### src/rtl/formula_enum_sequencer_if.sv
// ============================================================================
// Module   : formula_enum_sequencer_if
// Brief    : Harness/formula-facing signal bundle of formula_enum_sequencer.
// Revision : 1.0  initial release
// ============================================================================
`default_nettype none

interface formula_enum_sequencer_if #(
   parameter int N_VARS = 19,
   parameter int CNT_W  = 20
);
   logic              start;
   logic              abort;
   logic [N_VARS-1:0] fix_mask;
   logic [N_VARS-1:0] fix_val;
   logic [N_VARS-1:0] asg;
   logic              f_out;
   logic              busy;
   logic              done;
   logic              cex_found;
   logic [N_VARS-1:0] cex;
   logic [CNT_W-1:0]  eval_count;

   modport master (
      output start, abort, fix_mask, fix_val, f_out,
      input  asg, busy, done, cex_found, cex, eval_count
   );

   modport slave (
      input  start, abort, fix_mask, fix_val, f_out,
      output asg, busy, done, cex_found, cex, eval_count
   );
endinterface

`default_nettype wire

### src/rtl/formula_enum_sequencer.sv
// ============================================================================
// Module   : formula_enum_sequencer
// Brief    : Walks a combinational formula through all free-variable
//            assignments, stopping at the first counterexample.
// Revision : 1.0  initial release
// ============================================================================
`default_nettype none

module formula_enum_sequencer #(
   parameter int N_VARS   = 19,
   parameter int EVAL_LAT = 1,
   parameter int CNT_W    = 20
) (
   input  logic                     clk,
   input  logic                     rst,
   formula_enum_sequencer_if.slave  bus
);

   localparam logic [3:0]        LAT     = 4'(EVAL_LAT);
   localparam logic [N_VARS-1:0] ONE_V   = N_VARS'(1);
   localparam logic [CNT_W-1:0]  ONE_C   = CNT_W'(1);

   typedef enum logic [1:0] {
      IDLE = 2'd0,
      EVAL = 2'd1,
      DONE = 2'd2
   } state_t;

   state_t            state;
   state_t            state_nxt;
   logic [3:0]        wait_cnt;
   logic [N_VARS-1:0] mask_l;
   logic [N_VARS-1:0] val_l;
   logic [N_VARS-1:0] asg;
   logic [N_VARS-1:0] cex;
   logic              cex_found;
   logic [CNT_W-1:0]  eval_count;

   logic              accept;
   logic              take;
   logic              free_wrapped;
   logic [N_VARS-1:0] asg_step;

   // Pinned bits are forced to 1 so the carry ripples straight across them.
   assign free_wrapped = &(asg | mask_l);
   assign asg_step     = (((asg | mask_l) + ONE_V) & ~mask_l) | (val_l & mask_l);

   always_comb begin
      state_nxt = state;
      accept    = 1'b0;
      take      = 1'b0;
      case (state)
         IDLE: begin
            if (bus.start) begin
               accept    = 1'b1;
               state_nxt = EVAL;
            end
         end
         EVAL: begin
            if (bus.abort) begin
               state_nxt = IDLE;
            end else if (wait_cnt == LAT) begin
               take = 1'b1;
               if (!bus.f_out || free_wrapped) begin
                  state_nxt = DONE;
               end
            end
         end
         DONE:    state_nxt = IDLE;
         default: state_nxt = IDLE;
      endcase
   end

   always_ff @(posedge clk or posedge rst) begin
      if (rst) begin
         state <= IDLE;
      end else begin
         state <= state_nxt;
      end
   end

   always_ff @(posedge clk or posedge rst) begin
      if (rst) begin
         wait_cnt   <= '0;
         mask_l     <= '0;
         val_l      <= '0;
         asg        <= '0;
         cex        <= '0;
         cex_found  <= 1'b0;
         eval_count <= '0;
      end else if (accept) begin
         mask_l     <= bus.fix_mask;
         val_l      <= bus.fix_val;
         asg        <= bus.fix_val & bus.fix_mask;
         cex        <= '0;
         cex_found  <= 1'b0;
         eval_count <= '0;
         wait_cnt   <= '0;
      end else if (take) begin
         if (eval_count != '1) begin
            eval_count <= eval_count + ONE_C;
         end
         if (!bus.f_out) begin
            cex       <= asg;
            cex_found <= 1'b1;
         end else if (!free_wrapped) begin
            asg      <= asg_step;
            wait_cnt <= '0;
         end
      end else if (state == EVAL && !bus.abort) begin
         wait_cnt <= wait_cnt + 4'd1;
      end
   end

   assign bus.asg        = asg;
   assign bus.busy       = (state == EVAL);
   assign bus.done       = (state == DONE);
   assign bus.cex_found  = cex_found;
   assign bus.cex        = cex;
   assign bus.eval_count = eval_count;

endmodule

`default_nettype wire

### src/flat_wrapper.sv
// flat-port wrapper written by rule: the top's interface ports become plain ports
module formula_enum_sequencer_flat 
#(
   parameter int N_VARS   = 19,
   parameter int EVAL_LAT = 1,
   parameter int CNT_W    = 20
)
  (clk, rst, bus_start, bus_abort, bus_fix_mask, bus_fix_val, bus_f_out, bus_asg, bus_busy, bus_done, bus_cex_found, bus_cex, bus_eval_count);
  formula_enum_sequencer_if #(.N_VARS(N_VARS), .CNT_W(CNT_W)) bus_i ();
  input  logic clk;
  input  logic rst;
  input wire logic [$bits(bus_i.start)-1:0] bus_start;
  input wire logic [$bits(bus_i.abort)-1:0] bus_abort;
  input wire logic [$bits(bus_i.fix_mask)-1:0] bus_fix_mask;
  input wire logic [$bits(bus_i.fix_val)-1:0] bus_fix_val;
  input wire logic [$bits(bus_i.f_out)-1:0] bus_f_out;
  output wire logic [$bits(bus_i.asg)-1:0] bus_asg;
  output wire logic [$bits(bus_i.busy)-1:0] bus_busy;
  output wire logic [$bits(bus_i.done)-1:0] bus_done;
  output wire logic [$bits(bus_i.cex_found)-1:0] bus_cex_found;
  output wire logic [$bits(bus_i.cex)-1:0] bus_cex;
  output wire logic [$bits(bus_i.eval_count)-1:0] bus_eval_count;
  assign bus_i.start = bus_start;
  assign bus_i.abort = bus_abort;
  assign bus_i.fix_mask = bus_fix_mask;
  assign bus_i.fix_val = bus_fix_val;
  assign bus_i.f_out = bus_f_out;
  assign bus_asg = bus_i.asg;
  assign bus_busy = bus_i.busy;
  assign bus_done = bus_i.done;
  assign bus_cex_found = bus_i.cex_found;
  assign bus_cex = bus_i.cex;
  assign bus_eval_count = bus_i.eval_count;
  formula_enum_sequencer #(.N_VARS(N_VARS), .EVAL_LAT(EVAL_LAT), .CNT_W(CNT_W)) u_core (.clk(clk), .rst(rst), .bus(bus_i));
endmodule
### config.mk
export PLATFORM = sky130hd
export DESIGN_NAME = formula_enum_sequencer_flat
export DESIGN_NICKNAME = d
export VERILOG_FILES = /design/src/rtl/formula_enum_sequencer_if.sv /design/src/rtl/formula_enum_sequencer.sv /design/src/flat_wrapper.sv
export SDC_FILE = /design/constraint.sdc
export NUM_CORES = 1
export LEC_CHECK = 0
export CAP_MARGIN = 20
export CELL_PAD_IN_SITES_DETAIL_PLACEMENT = 1
export CELL_PAD_IN_SITES_GLOBAL_PLACEMENT = 2
export CORE_UTILIZATION = 31
export CTS_CLUSTER_DIAMETER = 30
export CTS_CLUSTER_SIZE = 25
export DETAILED_ROUTE_END_ITERATION = 10
export PLACE_DENSITY_LB_ADDON = 0.15
export SYNTH_ARGS = -nofsm -noshare
export SYNTH_HDL_FRONTEND = slang
export SYNTH_SLANG_ARGS = --single-unit
export TNS_END_PERCENT = 30
### constraint.sdc
create_clock -name clk -period 5.15 [get_ports clk]
set_input_delay 1.545 -clock clk [delete_from_list [all_inputs] [get_ports clk]]
set_output_delay 1.545 -clock clk [all_outputs]
set_load 0.02 [all_outputs]
==> results_dict.tcl <==
set metrics [dict create \
    status "completed" \
    synth_top_area_share_pct 50.11 \
    finalInstanceArea_mm2 0.006711 \
    setup_tns_ps 0 \
    drive_above_1_share_pct 5.874 \
    syn-cell-area_mm2 0.005144 \
    path_max_fanout 23 \
    wire_per_inst_um 16.69 \
    final_cells 914 \
    routed_via_density 4.985 \
    p_leak_nw 2.883 \
    synth.distinct_cells 56 \
    route.final.wire_length_um 15260 \
    critPathCaptureType "flip-flop" \
    synth_flop_cell "dfrtp_1" \
    hold_viol 0 \
    rsz0062_at_grt "no" \
    synthMostInstantiatedCell "nand2_1" \
    die_h_um 130.8 \
    synth_common_cells "nand2_1, dfrtp_1, o21ai_0" \
    crit_type "input port to flip-flop" \
    post_cts_buffers 0 \
    die_area_mm2 0.01711 \
    hold_path.class "flip-flop to flip-flop" \
    p_per_area_mw_per_mm2 463.7 \
    reg2reg_depth 9 \
    synthTopCellsByArea "dfrtp_1, nand2_1, o21ai_0" \
    antenna_found_initial 0 \
    worstMarginPinSlew_ps 822.9 \
    dp_slack_ps 1218 \
    cts_repair_resize_count 0 \
    synth-seq-area-share_pct 50.11 \
    whs_ps 477.2 \
    grt_max_degree 91 \
    clock_latency_ps 350 \
    grt_pass1_vias 4784 \
    fillers 1839 \
    cts_tree "done" \
    clk_pin_slew_ps 70 \
    areaGrowthSynthToFinish_pct 30.48 \
    worst_slack_ps 1575 \
    cts.sinks 103 \
    cap_violations 0 \
    cpPeakStageDelay_ps 550 \
    finalMaxSlewViolations 0 \
    finalCriticalPeriod_ps 3575 \
    clk_path_buf_depth 2 \
    start_util_pct 32.03 \
    syn_area_per_cell_um2 8.616 \
    reg2reg_from "u_core.bus.asg[0]$_DFFE_PP0P_" \
    io_pins 104 \
    postCtsHoldBufs 0 \
    ir_worst_vdd_mv 0.2052 \
    core_mm2 0.01606 \
    slowest_stage "nor2_2" \
    cp-start-kind "input port" \
    rrSetupSlack_ps 2470 \
    r2r_end "u_core.bus.asg[16]$_DFFE_PP0P_" \
    fin_worst_skew_ps 6.855 \
    die-width_um 130.8 \
    setup_viol 0 \
    grt_usage_pct 19.10 \
    portBuffers 103 \
    synth_top_area_cell "dfrtp_1" \
    dr.first_iter.drc_count 192 \
    dp_cells 897 \
    vias 4556 \
    cp.required_ps 5380 \
    diodes 0 \
    firstDrtPassIters 4 \
    drc 0 \
    crit_end "u_core.bus.cex[5]$_DFFE_PP0P_" \
    rows 46 \
    maxSlewHeadroom_pct 45.14 \
    grt_pass1_wl_um 24810 \
    async_flop_share_pct 100.0 \
    cts_buffers 9 \
    synth_warnings 0 \
    ant_nets 0 \
    ys_seq_elements 103 \
    path_cells "clkdlybuf4s50_1 > nor3b_1 > nand2_1 > nor2_2 > buf_4 > o21ai_0" \
    fin_nets 740 \
    max_freq_mhz 279.7 \
    dp_hpwl_um 10740 \
    cts_max_level 3 \
    period_share_pct 69.42 \
    setup.worst_path.start "bus_abort" \
    syn-num-nets 644 \
    place_congestion 0.7690 \
    cp.arrival_ps 3800 \
    synth_cells 597 \
    dpl_cell_area_mm2 0.006392 \
    cts_root_buffer "clkbuf_16" \
    synth_enable_flop_cells 0 \
    grt-ovfl-total 0 \
]
[worst max-delay path, delay by kind of cell]
family	cells	cell delay (ps)
AND/OR/NAND/NOR	3	1270
buffers and inverters	2	830
AO/OA/AOI/OAI	1	140
[flip-flops by register name (all words and copies together) (netlist names)]
name,flops
u_core.bus.cex_found,1
u_core.wait_cnt,4
u_core.bus.asg,19
u_core.mask_l,19
u_core.val_l,19
u_core.state,2
u_core.bus.cex,19
u_core.bus.eval_count,20
[worst min-delay path by stage]
stage                                       end  slack, ps                         from  cells past startpoint
CTS                 u_core.val_l[8]$_DFFE_PP0P_        480  u_core.val_l[8]$_DFFE_PP0P_                      2
global route        u_core.val_l[8]$_DFFE_PP0P_        500  u_core.val_l[8]$_DFFE_PP0P_                      2
detailed placement  u_core.val_l[8]$_DFFE_PP0P_        460  u_core.val_l[8]$_DFFE_PP0P_                      2
floorplan           u_core.val_l[1]$_DFFE_PP0P_        450  u_core.val_l[1]$_DFFE_PP0P_                      2
global placement    u_core.val_l[9]$_DFFE_PP0P_        460  u_core.val_l[9]$_DFFE_PP0P_                      2
finish              u_core.val_l[8]$_DFFE_PP0P_        480  u_core.val_l[8]$_DFFE_PP0P_                      2
[final cells by class]
| type | count | area, µm² | area share [%] |
|---|---|---|---|
| Inverter | 9 | 36.28 | 0.5406 |
| Timing Repair Buffer | 110 | 1116 | 16.63 |
| Clock inverter | 5 | 58.81 | 0.8762 |
| Tap cell | 216 | 270.3 | 4.027 |
| Sequential cell | 103 | 2577 | 38.40 |
| Clock buffer | 11 | 232.7 | 3.468 |
| Multi-Input combinational cell | 460 | 2420 | 36.06 |
[logic make-up (layout without fill, tap and decap cells)]
kind of cell,count (synthesis),after routing,share of synthesized area (%)
simple gates,303,303,26.81
compound gates,132,132,15.45
flops,103,103,50.11
buf+inv,34,135,3.016
xor+xnor,18,18,3.065
fa+ha+maj,4,4,0.9730
mux,3,3,0.5838
[per-stage QoR]
step | power (W) | utilization, %
3_5_place_dp | 0.002450 | 39.81
6_report | 0.003112 | 41.80
2_1_floorplan | 0.001962 | -
3_3_place_gp | 0.002409 | 39.81
4_1_cts | 0.003163 | 41.62
5_1_grt | 0.003345 | 41.80
[routing by layer]
metal | vias to the layer above | track usage [%] | wire length (µm)
met3 | 10 | 4.275 | 533
li1 | 2239 | - | -
met5 | - | 0 | 0
met1 | 2230 | 24.50 | 7303
met4 | 0 | 4.733 | 144
met2 | 77 | 32.52 | 7277
[placed cells by master (no fill, tap or decap), drive strengths merged, types with 3 or more instances in the layout]
master         Yosys  final
a21oi             34     34
a31oi             18     18
a32oi              3      3
and3               8      8
and4               5      5
buf               12      7
clkbuf            13     11
clkdlybuf4s50      0    103
dfrtp            103    103
ha                 4      4
inv                9      9
mux2i              3      3
nand2            179    179
nand3             21     21
nand4              6      6
nor2              50     50
nor3              13     13
nor3b              4      4
nor4               3      3
o21ai             50     50
o22a               3      3
o22ai              5      5
o31ai              7      7
or2                3      3
or3                3      3
or3b               3      3
xnor2             12     12
xor2               6      6
[where the power goes]
part           leakage [nW]  switching [W]  internal (W)
combinational          1.40       0.000667      0.000471
clock                 0.136       0.000313      0.000378
sequential             1.35       0.000252       0.00103
Note: power is estimated with default switching activity, not from simulation.
